<file path="src/rtl/packet_rx_pkg.sv">
// Shared definitions for the packet receive path: packet field layout, width and FSM states.
package packet_rx_pkg;

  localparam int PKT_W = 73;

  localparam int VALID_BIT   = 72;
  localparam int DST_Z_LSB   = 69;
  localparam int DST_Y_LSB   = 66;
  localparam int DST_X_LSB   = 63;
  localparam int SRC_Z_LSB   = 60;
  localparam int SRC_Y_LSB   = 57;
  localparam int SRC_X_LSB   = 54;
  localparam int CTX_LSB     = 46;
  localparam int TAG_LSB     = 38;
  localparam int ALG_LSB     = 36;
  localparam int OP_LSB      = 32;
  localparam int PAYLOAD_LSB = 0;

  localparam int COORD_W   = 3;
  localparam int CTX_W     = 8;
  localparam int TAG_W     = 8;
  localparam int ALG_W     = 2;
  localparam int OP_W      = 4;
  localparam int PAYLOAD_W = 32;

  localparam logic [1:0] ST_IDLE  = 2'd0;
  localparam logic [1:0] ST_RECV  = 2'd1;
  localparam logic [1:0] ST_DRAIN = 2'd2;
  localparam logic [1:0] ST_DONE  = 2'd3;

endpackage

</file>
<file path="src/rtl/packet_rx_pkt_fifo.sv">
// Power-of-two circular buffer for received packets; head is read combinationally.
module pkt_fifo #(
  parameter int DEPTH = 4,
  parameter int WIDTH = 73
) (
  input  logic             clk,
  input  logic             rst,
  input  logic             push,
  input  logic             pop,
  input  logic [WIDTH-1:0] wdata,
  output logic [WIDTH-1:0] rdata,
  output logic             full,
  output logic             empty
);

  localparam int AW = $clog2(DEPTH);

  logic [WIDTH-1:0] mem [DEPTH];
  logic [AW-1:0]    wr_ptr;
  logic [AW-1:0]    rd_ptr;
  logic [AW:0]      count;
  logic             push_ok;
  logic             pop_ok;

  assign full    = (count == (AW+1)'(DEPTH));
  assign empty   = (count == '0);
  assign push_ok = push && !full;
  assign pop_ok  = pop && !empty;
  assign rdata   = mem[rd_ptr];

  // Pointers wrap naturally because DEPTH is a power of two.
  always_ff @(posedge clk or posedge rst) begin
    if (rst) begin
      wr_ptr <= '0;
      rd_ptr <= '0;
      count  <= '0;
    end else begin
      if (push_ok) wr_ptr <= wr_ptr + 1'b1;
      if (pop_ok)  rd_ptr <= rd_ptr + 1'b1;
      if (push_ok && !pop_ok)      count <= count + 1'b1;
      else if (pop_ok && !push_ok) count <= count - 1'b1;
    end
  end

  always_ff @(posedge clk) begin
    if (push_ok) mem[wr_ptr] <= wdata;
  end

endmodule

</file>
<file path="src/rtl/packet_rx.sv">
// Receive endpoint: filters packets addressed to this node, buffers them and unpacks the head.
module packet_rx #(
  parameter int FIFO_DEPTH = 4,
  parameter int PKT_W      = packet_rx_pkg::PKT_W
) (
  input  logic             clk,
  input  logic             rst,
  input  logic             start,
  input  logic [7:0]       expected_count,
  input  logic [2:0]       local_z,
  input  logic [2:0]       local_y,
  input  logic [2:0]       local_x,
  input  logic [PKT_W-1:0] Inpacket,
  output logic             in_ready,
  input  logic             out_ready,
  output logic             valid_out,
  output logic [2:0]       dst_z,
  output logic [2:0]       dst_y,
  output logic [2:0]       dst_x,
  output logic [2:0]       src_z,
  output logic [2:0]       src_y,
  output logic [2:0]       src_x,
  output logic [7:0]       contextId,
  output logic [7:0]       tag,
  output logic [1:0]       algtype,
  output logic [3:0]       op,
  output logic [31:0]      payload,
  output logic             done,
  output logic [7:0]       drop_count
);

  import packet_rx_pkg::*;

  logic [1:0]       state;
  logic [7:0]       target;
  logic [7:0]       accepted;
  logic             fifo_full;
  logic             fifo_empty;
  logic [PKT_W-1:0] fifo_head;
  logic [PKT_W-1:0] head;
  logic             offered;
  logic             addr_match;
  logic             accept;
  logic             drop;
  logic             pop;

  assign offered    = Inpacket[VALID_BIT];
  assign addr_match = (Inpacket[DST_X_LSB +: 3*COORD_W] == {local_z, local_y, local_x});
  assign accept     = offered && in_ready && (state == ST_RECV) && addr_match;
  assign drop       = offered && !accept;
  assign in_ready   = !fifo_full;
  assign valid_out  = !fifo_empty;
  assign pop        = valid_out && out_ready;
  assign done       = (state == ST_DONE);

  pkt_fifo #(.DEPTH(FIFO_DEPTH), .WIDTH(PKT_W)) u_fifo (
    .clk   (clk),
    .rst   (rst),
    .push  (accept),
    .pop   (pop),
    .wdata (Inpacket),
    .rdata (fifo_head),
    .full  (fifo_full),
    .empty (fifo_empty)
  );

  // Stale storage is masked so every field reads zero while nothing is buffered.
  assign head      = valid_out ? fifo_head : '0;
  assign dst_z     = head[DST_Z_LSB   +: COORD_W];
  assign dst_y     = head[DST_Y_LSB   +: COORD_W];
  assign dst_x     = head[DST_X_LSB   +: COORD_W];
  assign src_z     = head[SRC_Z_LSB   +: COORD_W];
  assign src_y     = head[SRC_Y_LSB   +: COORD_W];
  assign src_x     = head[SRC_X_LSB   +: COORD_W];
  assign contextId = head[CTX_LSB     +: CTX_W];
  assign tag       = head[TAG_LSB     +: TAG_W];
  assign algtype   = head[ALG_LSB     +: ALG_W];
  assign op        = head[OP_LSB      +: OP_W];
  assign payload   = head[PAYLOAD_LSB +: PAYLOAD_W];

  // A start in any state re-arms the epoch; buffered packets survive the restart.
  always_ff @(posedge clk or posedge rst) begin
    if (rst) begin
      state      <= ST_IDLE;
      target     <= '0;
      accepted   <= '0;
      drop_count <= '0;
    end else if (start) begin
      target     <= expected_count;
      accepted   <= '0;
      drop_count <= '0;
      state      <= (expected_count == 8'd0) ? ST_DRAIN : ST_RECV;
    end else begin
      if (drop && drop_count != 8'hFF) drop_count <= drop_count + 8'd1;
      case (state)
        ST_RECV: begin
          if (accept) begin
            accepted <= accepted + 8'd1;
            if (accepted + 8'd1 == target) state <= ST_DRAIN;
          end
        end
        ST_DRAIN: if (fifo_empty) state <= ST_IDLE + ST_DONE;
        ST_DONE:  state <= ST_IDLE;
        default:  state <= state;
      endcase
    end
  end

endmodule

</file>
<file path="config.mk">
export PLATFORM = sky130hd
export DESIGN_NAME = packet_rx
export DESIGN_NICKNAME = d
export VERILOG_FILES = /design/src/rtl/packet_rx_pkg.sv /design/src/rtl/packet_rx_pkt_fifo.sv /design/src/rtl/packet_rx.sv
export SDC_FILE = /design/constraint.sdc
export NUM_CORES = 1
export LEC_CHECK = 0
export CAP_MARGIN = 25
export CORE_AREA = 2 2 155 157
export CTS_BUF_LIST = sky130_fd_sc_hd__clkbuf_8
export CTS_CLUSTER_SIZE = 20
export DETAILED_ROUTE_END_ITERATION = 10
export DIE_AREA = 0 0 157 159
export DONT_BUFFER_PORTS = 1
export GPL_TIMING_DRIVEN = 0
export HOLD_SLACK_MARGIN = 0.15
export PLACE_DENSITY = 0.7
export SETUP_SLACK_MARGIN = 0.15
export SLEW_MARGIN = 30
export SYNTH_ARGS = -nofsm -noshare
export SYNTH_HDL_FRONTEND = slang
export SYNTH_SLANG_ARGS = --single-unit
</file>
<file path="constraint.sdc">
create_clock -name clk -period 8.3 [get_ports clk]
set_input_delay 1.66 -clock clk [delete_from_list [all_inputs] [get_ports clk]]
set_output_delay 1.66 -clock clk [all_outputs]
set_load 0.01 [all_outputs]
</file>
==> results.yml <==
global_route:
  grt_pass1_wl_um: 37000
  grt_max_degree: 41
  grt_pass1_vias: 6736
  antenna_found_initial: 0
  grt-ovfl-total: 0
  grtUsageTotal_pct: 19.4
routing:
  wl_met2_um: 12400
  routedLengthMet1_um: 9150
  highest_layer: "met4"
  wl_um: 23700
  drt_iter0_drc: 325
  ant_nets: 0
  dr_total_vias: 6078
  met3_length_um: 1750
  remaining_drc_errors: 0
  wl_per_cell_um: 22.1
  routed_via_density: 5.69
  firstDrtPassIters: 5
floorplan:
  ios: 177
  initial_core_util_pct: 55.2
  core-area_mm2: 0.0232
  die_h_um: 159
  die_x_um: 157
  rows: 56
  die_area_mm2: 0.0250
timing:
  max_freq_mhz: 237
  setup_violations: 0
  min_period_ps: 4220
  tightest_slew_ps: 714
  hold_viol_final: 0
  tns_ps: 0
  min_period_over_period_pct: 50.9
  relSlewSlack_pct: 52.3
  clock-skew-final_ps: 21.2
  rsz0062_at_grt: "no"
  drv_slew: 0
placed_design:
  dp_hpwl_um: 15800
  port_buffers: 0
  gp_congestion: 0.795
  placed_cell_area_mm2: 0.0134
setup_path:
  cp_data_required_time_ps: 6640
  worstSetupEndpointType: "output pin"
  rr_worst_depth: 13
  cp-start-kind: "register"
  critical_path_class: "register to output pin"
  r2r_slack_ps: 5350
  cp_max_fo: 10
  crit_arrival_ps: 2560
logic_synthesis:
  synth.avg_cell_area_um2: 19.6
  synth_top_area_share_pct: 67.5
  synth_top_family_by_area: "multiplexers"
  synth_top_cells_by_count: "edfxtp_1 (288), and2_1 (78), mux4_2 (72)"
  ys_ff_latch: 321
  synth_flop_cell: "edfxtp_1"
  syn_area_mm2: 0.0128
  synth_edf_count: 288
  synth.area.top_cells: "edfxtp_1 (68%), mux4_2 (13%), dfrtp_1 (6.4%)"
  syn_nets: 759
  yosysWarnings: 0
  synth_mux_area_share_pct: 13.5
  synth_cells: 653
  ys_async_sr_fraction_pct: 10.3
  yosysUniqueCellTypes: 40
  synth_xor_xnor_area_share_pct: 2.33
  synth_compound_area_share_pct: 1.32
  seq_area_frac_synth_pct: 74.0
  yosysMostFrequentCell: "edfxtp_1"
  synth_area_leader_cell: "edfxtp_1"
  synth-simple-area-share_pct: 6.24
  synthAdderAreaFrac_pct: 1.23
layout:
  drive_gt1_share_pct: 21.9
  syn2layout_area_growth_pct: 11.7
  design_area_mm2: 0.0143
  fill_cells: 1635
  final_nets: 817
  diodes: 0
run:
  max_cap_viol_count: 0
power_and_ir_drop:
  p_per_area_mw_per_mm2: 286
  total_power_w: 0.00409
  power_leakage_nw: 4.77
  vdd_drop_max_mv: 0.134
clock_network:
  clk_latency_ps: 560
  cts_setup_buffers: 0
  clkTransAtPathRegs_ps: 60
  cts-htree-levels: 2
  cts_buffers: 50
  post_cts_resized: 0
  cts_sinks: 321
  cts_tree: "built"
  clock_tree.root_cell: "clkbuf_8"
  holdBufCountCts: 0
  cts_buffer_depth: 3
worst_hold_path:
  hold_class: "register to register"
  hold_depth: 1
outcome:
  status: "complete, no violations"
[layout by cell type, fill, tap and decap left out, types with 2 or more instances in the layout]
cell,count
nor2_1,20
and2_1,74
clkbuf_1,18
nand2_1,11
or3_1,4
and4_1,3
o41ai_1,2
nor4_1,3
and2_4,4
mux2_2,8
ha_1,11
clkinv_1,17
nor3_1,2
mux2i_1,2
buf_12,3
clkinv_2,3
clkbuf_8,51
buf_2,9
and3_1,6
edfxtp_1,288
nand3_1,5
xnor2_1,12
o21ai_0,7
mux4_2,72
a21oi_1,3
inv_6,2
inv_1,24
buf_16,3
xor2_1,22
bufinv_16,3
nand4_1,5
dfrtp_1,33
[cells by family (layout without fill, tap and decap cells)]
kind of cell | Yosys count | after routing
AO/OA/AOI/OAI | 22 | 22
AND/OR/NAND/NOR | 140 | 140
flip-flops | 321 | 321
adder cells (fa/ha/maj) | 12 | 12
buffers and inverters | 42 | 138
XOR/XNOR | 34 | 34
multiplexers | 82 | 82
[path summary, 6_finish.rpt]
path,start,endpoint
worst max-delay path,u_fifo.rd_ptr[1]$_DFFE_PP0P_,dst_y[0]
worst min-delay path,target[7]$_DFFE_PP0P_,target[7]$_DFFE_PP0P_
worst max register to register,state[1]$_DFFE_PP0P_,u_fifo.count[2]$_DFFE_PP0P_
worst min register to register,target[7]$_DFFE_PP0P_,target[7]$_DFFE_PP0P_
max in group asynchronous,rst,drop_count[1]$_DFFE_PP0P_
min in group asynchronous,rst,u_fifo.count[2]$_DFFE_PP0P_
[registers in the layout (all words and copies together) (netlist names)]
| signal | count |
|---|---|
| accepted | 8 |
| drop_count | 8 |
| target | 8 |
| state | 2 |
| u_fifo.mem | 288 |
| u_fifo.wr_ptr | 2 |
| u_fifo.count | 3 |
| u_fifo.rd_ptr | 2 |
[layer usage]
layer	GRT usage, %	vias to the layer above
li1	-	2687
met1	23.5	3145
met2	33.8	206
met3	5.80	40
met4	5.67	0
met5	0	-
[worst max-delay path: stages (launching register included)]
cell,delay [ps]
dfrtp_1,320
clkbuf_1,500
clkbuf_1,570
mux4_2,400
and2_1,240
[layout make-up]
cell class	count	area, µm²	area share [%]
flip-flops and latches	321	9470	66.2
clock inverters	39	244	1.71
multi-input cells	290	3170	22.1
clock buffers	51	702	4.91
well taps	319	399	2.79
inverters	12	45.0	0.315
plain buffers	30	133	0.927
repair buffers	6	143	0.997
[power by group]
part	switching (W)	internal (W)	leakage, nW	total, W
clock network	0.000572	0.000666	0.530	0.00124
registers	0.0000234	0.00178	3.00	0.00181
logic	0.000576	0.000472	1.23	0.00105
total	0.00117	0.00292	4.77	0.00409
[metrics by stage]
stage / hold slack (ps) / setup WS [ps] / cells / utilization (%)
after CTS: 544 / 3950 / 1068 / 61.7
after detailed placement: 529 / 4030 / 978 / 57.6
final: 537 / 4080 / 1068 / 61.7
after global routing: 557 / 3880 / 1068 / 61.7
after global placement: 528 / 1900 / 972 / 56.9
after floorplan: 495 / 3470 / 653 / -
Power figures use the tool's default switching activity.
